## src/rtl/ntt_polymul_seq.sv

```systemverilog
// ntt_polymul_seq: sequential cyclic polynomial multiplier mod (x^N - 1, q) via naive NTT
// Ports:
//    clk, rst_n        clock (rising edge), asynchronous active-low reset
//    start_i           job request, accepted only while idle
//    data_a_i/data_b_i operands, coefficient i at bits [i*W +: W]
//    mod_i             modulus q
//    omega_i           primitive N-th root of unity mod q
//    inv_omega_i       omega^-1 mod q
//    inv_n_i           N^-1 mod q
//    busy_o            high from the accepting edge until done
//    done_o            one-cycle pulse, data_out_o valid
//    err_o             raised with done when q < 2, cleared on next accept
//    data_out_o        product coefficients, same packing as the operands
module ntt_polymul_seq #(
   parameter int N = 8,
   parameter int W = 8
) (
   input  logic           clk,
   input  logic           rst_n,
   input  logic           start_i,
   input  logic [N*W-1:0] data_a_i,
   input  logic [N*W-1:0] data_b_i,
   input  logic [W-1:0]   mod_i,
   input  logic [W-1:0]   omega_i,
   input  logic [W-1:0]   inv_omega_i,
   input  logic [W-1:0]   inv_n_i,
   output logic           busy_o,
   output logic           done_o,
   output logic           err_o,
   output logic [N*W-1:0] data_out_o
);
   localparam int LG = $clog2(N);
   localparam logic [LG-1:0] LAST = LG'(N - 1);
   localparam logic [W-1:0] ONE = W'(1);
   localparam logic [W-1:0] TWO = W'(2);
   typedef enum logic [2:0] {S_IDLE, S_FWD, S_PMUL, S_INV, S_SCALE, S_DONE} state_t;
   state_t          state_q;
   logic            busy_q, done_q, err_q;
   logic [N*W-1:0]  data_out_q;
   logic [W-1:0]    q_q, omega_q, inv_omega_q, inv_n_q;
   logic [W-1:0]    xa_q [N];
   logic [W-1:0]    xb_q [N];
   logic [W-1:0]    ca_q [N];
   logic [W-1:0]    cb_q [N];
   logic [W-1:0]    acc_a_q, acc_b_q, t_q, wk_q;
   logic [2*LG-1:0] ctr_q;
   logic [LG-1:0]   inner, outer;
   logic [W-1:0]    op_x, op_y, prod_a_d, prod_b_d, acc_a_d, acc_b_d, t_d, wk_d;
   function automatic logic [W-1:0] mmul(input logic [W-1:0] x, input logic [W-1:0] y,
                                         input logic [W-1:0] q);
      logic [2*W-1:0] p;
      p = {{W{1'b0}}, x} * {{W{1'b0}}, y};
      return W'(p % {{W{1'b0}}, q});
   endfunction
   function automatic logic [W-1:0] madd(input logic [W-1:0] x, input logic [W-1:0] y,
                                         input logic [W-1:0] q);
      logic [W:0] s;
      s = {1'b0, x} + {1'b0, y};
      return s >= {1'b0, q} ? W'(s - {1'b0, q}) : W'(s);
   endfunction
   // One shared multiplier lane serves FWD/INV accumulation, PMUL and SCALE; lane b only runs in FWD.
   always_comb begin
      inner    = ctr_q[LG-1:0];
      outer    = ctr_q[2*LG-1:LG];
      op_x     = state_q == S_FWD ? xa_q[inner] : state_q == S_SCALE ? cb_q[inner] : ca_q[inner];
      op_y     = state_q == S_PMUL ? cb_q[inner] : state_q == S_SCALE ? inv_n_q : t_q;
      prod_a_d = mmul(op_x, op_y, q_q);
      prod_b_d = mmul(xb_q[inner], t_q, q_q);
      acc_a_d  = madd(acc_a_q, prod_a_d, q_q);
      acc_b_d  = madd(acc_b_q, prod_b_d, q_q);
      t_d      = mmul(t_q, wk_q, q_q);
      wk_d     = mmul(wk_q, state_q == S_FWD ? omega_q : inv_omega_q, q_q);
   end
   always_ff @(posedge clk or negedge rst_n) begin
      if (!rst_n) begin
         state_q     <= S_IDLE;
         busy_q      <= 1'b0;
         done_q      <= 1'b0;
         err_q       <= 1'b0;
         data_out_q  <= '0;
         q_q         <= '0;
         omega_q     <= '0;
         inv_omega_q <= '0;
         inv_n_q     <= '0;
         acc_a_q     <= '0;
         acc_b_q     <= '0;
         t_q         <= '0;
         wk_q        <= '0;
         ctr_q       <= '0;
         for (int i = 0; i < N; i++) begin
            xa_q[i] <= '0;
            xb_q[i] <= '0;
            ca_q[i] <= '0;
            cb_q[i] <= '0;
         end
      end else begin
         done_q <= 1'b0;
         case (state_q)
            S_IDLE: if (start_i) begin
               busy_q      <= 1'b1;
               err_q       <= 1'b0;
               q_q         <= mod_i;
               omega_q     <= omega_i;
               inv_omega_q <= inv_omega_i;
               inv_n_q     <= inv_n_i;
               acc_a_q     <= '0;
               acc_b_q     <= '0;
               t_q         <= ONE;
               wk_q        <= ONE;
               ctr_q       <= '0;
               // q < 2 would make the reduction meaningless, so skip straight to DONE
               state_q     <= mod_i < TWO ? S_DONE : S_FWD;
               for (int i = 0; i < N; i++) begin
                  xa_q[i] <= mod_i < TWO ? '0 : data_a_i[i*W +: W] % mod_i;
                  xb_q[i] <= mod_i < TWO ? '0 : data_b_i[i*W +: W] % mod_i;
               end
            end
            // ctr = {outer, inner}: twiddle t walks root^(outer*inner), wk holds root^outer
            S_FWD, S_INV: begin
               ctr_q   <= ctr_q + 1'b1;
               acc_a_q <= acc_a_d;
               acc_b_q <= acc_b_d;
               t_q     <= t_d;
               if (inner == LAST) begin
                  if (state_q == S_FWD) begin
                     ca_q[outer] <= acc_a_d;
                     cb_q[outer] <= acc_b_d;
                  end else begin
                     cb_q[outer] <= acc_a_d;
                  end
                  acc_a_q <= '0;
                  acc_b_q <= '0;
                  t_q     <= ONE;
                  wk_q    <= wk_d;
               end
               if (&ctr_q) begin
                  state_q <= state_q == S_FWD ? S_PMUL : S_SCALE;
                  wk_q    <= ONE;
               end
            end
            S_PMUL, S_SCALE: begin
               ctr_q <= ctr_q + 1'b1;
               if (state_q == S_PMUL) ca_q[inner] <= prod_a_d;
               else cb_q[inner] <= prod_a_d;
               if (inner == LAST) begin
                  ctr_q   <= '0;
                  state_q <= state_q == S_PMUL ? S_INV : S_DONE;
               end
            end
            S_DONE: begin
               done_q  <= 1'b1;
               busy_q  <= 1'b0;
               err_q   <= q_q < TWO;
               state_q <= S_IDLE;
               for (int i = 0; i < N; i++) data_out_q[i*W +: W] <= q_q < TWO ? '0 : cb_q[i];
            end
            default: state_q <= S_IDLE;
         endcase
      end
   end
   assign busy_o     = busy_q;
   assign done_o     = done_q;
   assign err_o      = err_q;
   assign data_out_o = data_out_q;
endmodule
```

## config.mk

```make
export PLATFORM = sky130hd
export DESIGN_NAME = ntt_polymul_seq
export DESIGN_NICKNAME = d
export VERILOG_FILES = /design/src/rtl/ntt_polymul_seq.sv
export SDC_FILE = /design/constraint.sdc
export NUM_CORES = 2
export LEC_CHECK = 0
export BUFFER_PORTS_ARGS = -buffer_cell sky130_fd_sc_hd__buf_2
export CORE_MARGIN = 2
export CORE_UTILIZATION = 65
export DETAILED_ROUTE_END_ITERATION = 7
export GPL_TIMING_DRIVEN = 0
export MAX_ROUTING_LAYER = met4
export PLACE_DENSITY = 0.83
export RECOVER_POWER = 25
export REMOVE_ABC_BUFFERS = 1
export SLEW_MARGIN = 15
export SYNTH_ARGS = -nofsm -noshare
export SYNTH_HDL_FRONTEND = slang
export SYNTH_SLANG_ARGS = --single-unit
```

## constraint.sdc

```tcl
create_clock -name clk -period 124.9 [get_ports clk]
set_input_delay 12.49 -clock clk [delete_from_list [all_inputs] [get_ports clk]]
set_output_delay 12.49 -clock clk [all_outputs]
set_load 0.1 [all_outputs]
```

==> flow_summary.toml <==
[status]
outcome = "finished with violations"
violations = "max-capacitance violations, max-slew violations"

[sta]
hold_viol = 0
slew_headroom_pct = -219
min_period_over_period_pct = 39.4
fin_crit_ps = 49220
worst_slew_pin_slew_ps = 4790
finClkSkew_ps = 34.6
final.setup.tns_ps = 0
setup_viol = 0
slew_viol_final = 276
rsz0062_at_grt = "false"
fmax_mhz = 20.3

[finish]
final_cell_mix = "1,264 x nand2_1, 1,179 x ha_1, 611 x o21ai_0"
fillers = 8871
register_area_sq_um = 9910
num-nets-final = 10800
syn_to_final_growth_pct = 6.34
drive_gt1_share_pct = 7.47
post-route-cell-area_sq_um = 76400
multi_input_area_sq_um = 59400
layout_commonest_cell = "nand2_1"
utilization_pct = 69.9

[drt]
routed-wl-met3_um = 18600
drt_iter0_drc = 5888
top_layer = "met4"
wl_um = 214000
drc = 0
avgViaCountPerCell = 6.65
vias = 71600
dr.pass1.iters = 8
wl_per_cell_um = 19.9
wl_met1_um = 86000
wl_met2_um = 98100
antenna_left = 0

[cts]
clkSinkCount = 396
htree_levels = 2
cts_made_buffers = 43
cts_tree = "yes"
insertion_delay_ps = 620
postCtsSetupRepairBufs = 0
postCtsHoldBufs = 0
clk_pin_slew_ps = 70
cts_buffer_depth = 3
cts_resized = 0
cts_root_buf = "clkbuf_16"

[worst_setup_path]
endpoint_kind = "flip-flop"
cp-start-kind = "flip-flop"
required_ps = 125310
critPathMaxFanout = 23
worst_path_most_repeated_cell = "o21a_1"
critPathMaxStageDelay_ps = 1160
slowest_stage = "dfrtp_1"
r2r_slack_ps = 75680
worstSetupPathType = "reg -> reg"
crit_arrival_ps = 49630

[grt]
antenna_found_initial = 13
grt.overflow.total = 0
grt_max_degree = 99
grt_pass1_vias = 69600
grt_pass1_wl_um = 344000
grt_util_all_layers_pct = 37.7

[floorplan]
die_x_um = 336
io_pins = 230
coreArea_sq_um = 109000
rows = 121
die_h_um = 336
start_util_pct = 65.7
die_area_sq_um = 113000

[synth]
synth_top_area_share_pct = 20.5
syn_area_sq_um = 71900
async_reset_ff_share_pct = 100
synth_edf_count = 0
synth_warnings = 0
ys.flop_type = "dfrtp_1"
synth_top_area_cell = "ha_1"
synth.distinct_cells = 97
synthTopCellsByArea = "ha_1 21%, dfrtp_1 14%, nand2_1 6.6%"
ys_ff_latch = 396
synth_area_per_cell_sq_um = 7.78
syn_inst = 9230
ys_seq_area_share_pct = 13.8

[place]
postPlaceCellArea_sq_um = 75000
gp_congestion = 0.988
port-buffer-count = 229
dp_hpwl_um = 163000

[hold_path]
min_path_type = "reg -> reg"

[run]
maxCapViolations = 4
logic make-up (layout without fill, tap and decap cells):
kind of cell,after synthesis,in the layout,synth area share (%)
other,0,14,0
muxes,358,358,5.49
adders and majority gates,1349,1349,25.2
xor gates and xnor gates,403,403,4.91
buffers and inverters,731,776,3.84
and+or+nand+nor,3094,3094,19.9
DFF,396,396,13.8
AOI/OAI and AO/OA,2899,2899,26.8
final timing paths:
kind / end / start / cells past startpoint
setup / recovery: cb_q[1] / ctr_q[0] / 188
hold reg to reg: data_out_o[53] / data_out_o[53] / 2
max in group asynchronous: ctr_q[1] / rst_n / 2
setup reg to reg: cb_q[1] / ctr_q[0] / 188
min in group asynchronous: data_out_o[17] / rst_n / 1
hold / removal: data_out_o[53] / data_out_o[53] / 2
metrics by stage:
step                hold WS, ps  instances  setup WS (ps)
floorplan                   440       8899          84010
global placement            455      10600          74210
detailed placement          462      10700          77850
CTS                         479      10800          77490
global route                497      10800          72320
finish                      477      10800          75680
routing by layer:
metal	track usage, %	vias up
met3	7.17	751
met2	61.4	2905
met4	18.2	0
met1	44.8	33900
li1	-	34000
met5	-	-
registers in the layout, summed over array words and instances, names as in the netlist, 64 cells and up:
signal      count
data_out_o     64
ca_q           64
xa_q           64
cb_q           64
xb_q           64
cells in the mapped netlist, drive strengths merged (45+ instances only):
master / count
nand2: 1264
ha: 1179
o21ai: 675
nor2: 596
a21oi: 535
o21a: 473
nor3: 447
inv: 399
dfrtp: 396
a21o: 293
o31ai: 281
clkbuf: 269
xnor2: 235
mux2i: 177
mux2: 169
fa: 168
xor2: 168
nand2b: 145
and2: 136
o221ai: 133
nor2b: 119
nand3: 93
a22oi: 63
buf: 62
a211oi: 50
or3: 50
nand4: 48
a22o: 45
o211ai: 45
critical path, delay by kind of cell (launching register included):
family,cells,cell delay (ps)
AOI/OAI and AO/OA,93,22180
muxes,7,2530
and+or+nand+nor,54,12910
adders and majority gates,24,8520
DFF,1,1160
xor gates and xnor gates,2,330
buffers and inverters,8,1310
layout make-up:
cell class | instances | area share, %
sequential | 396 | 13.0
timing repair buffer | 298 | 2.93
inverter | 400 | 2.02
clock inverter | 15 | 0.267
tap | 1476 | 2.42
clock buffer | 63 | 1.64
antenna | 14 | 0.0458
multi-input combinational | 8103 | 77.7
Power is left out: the tool's default activity adds up to more than one toggle a clock period on the data nets, which glitch-free logic cannot reach.
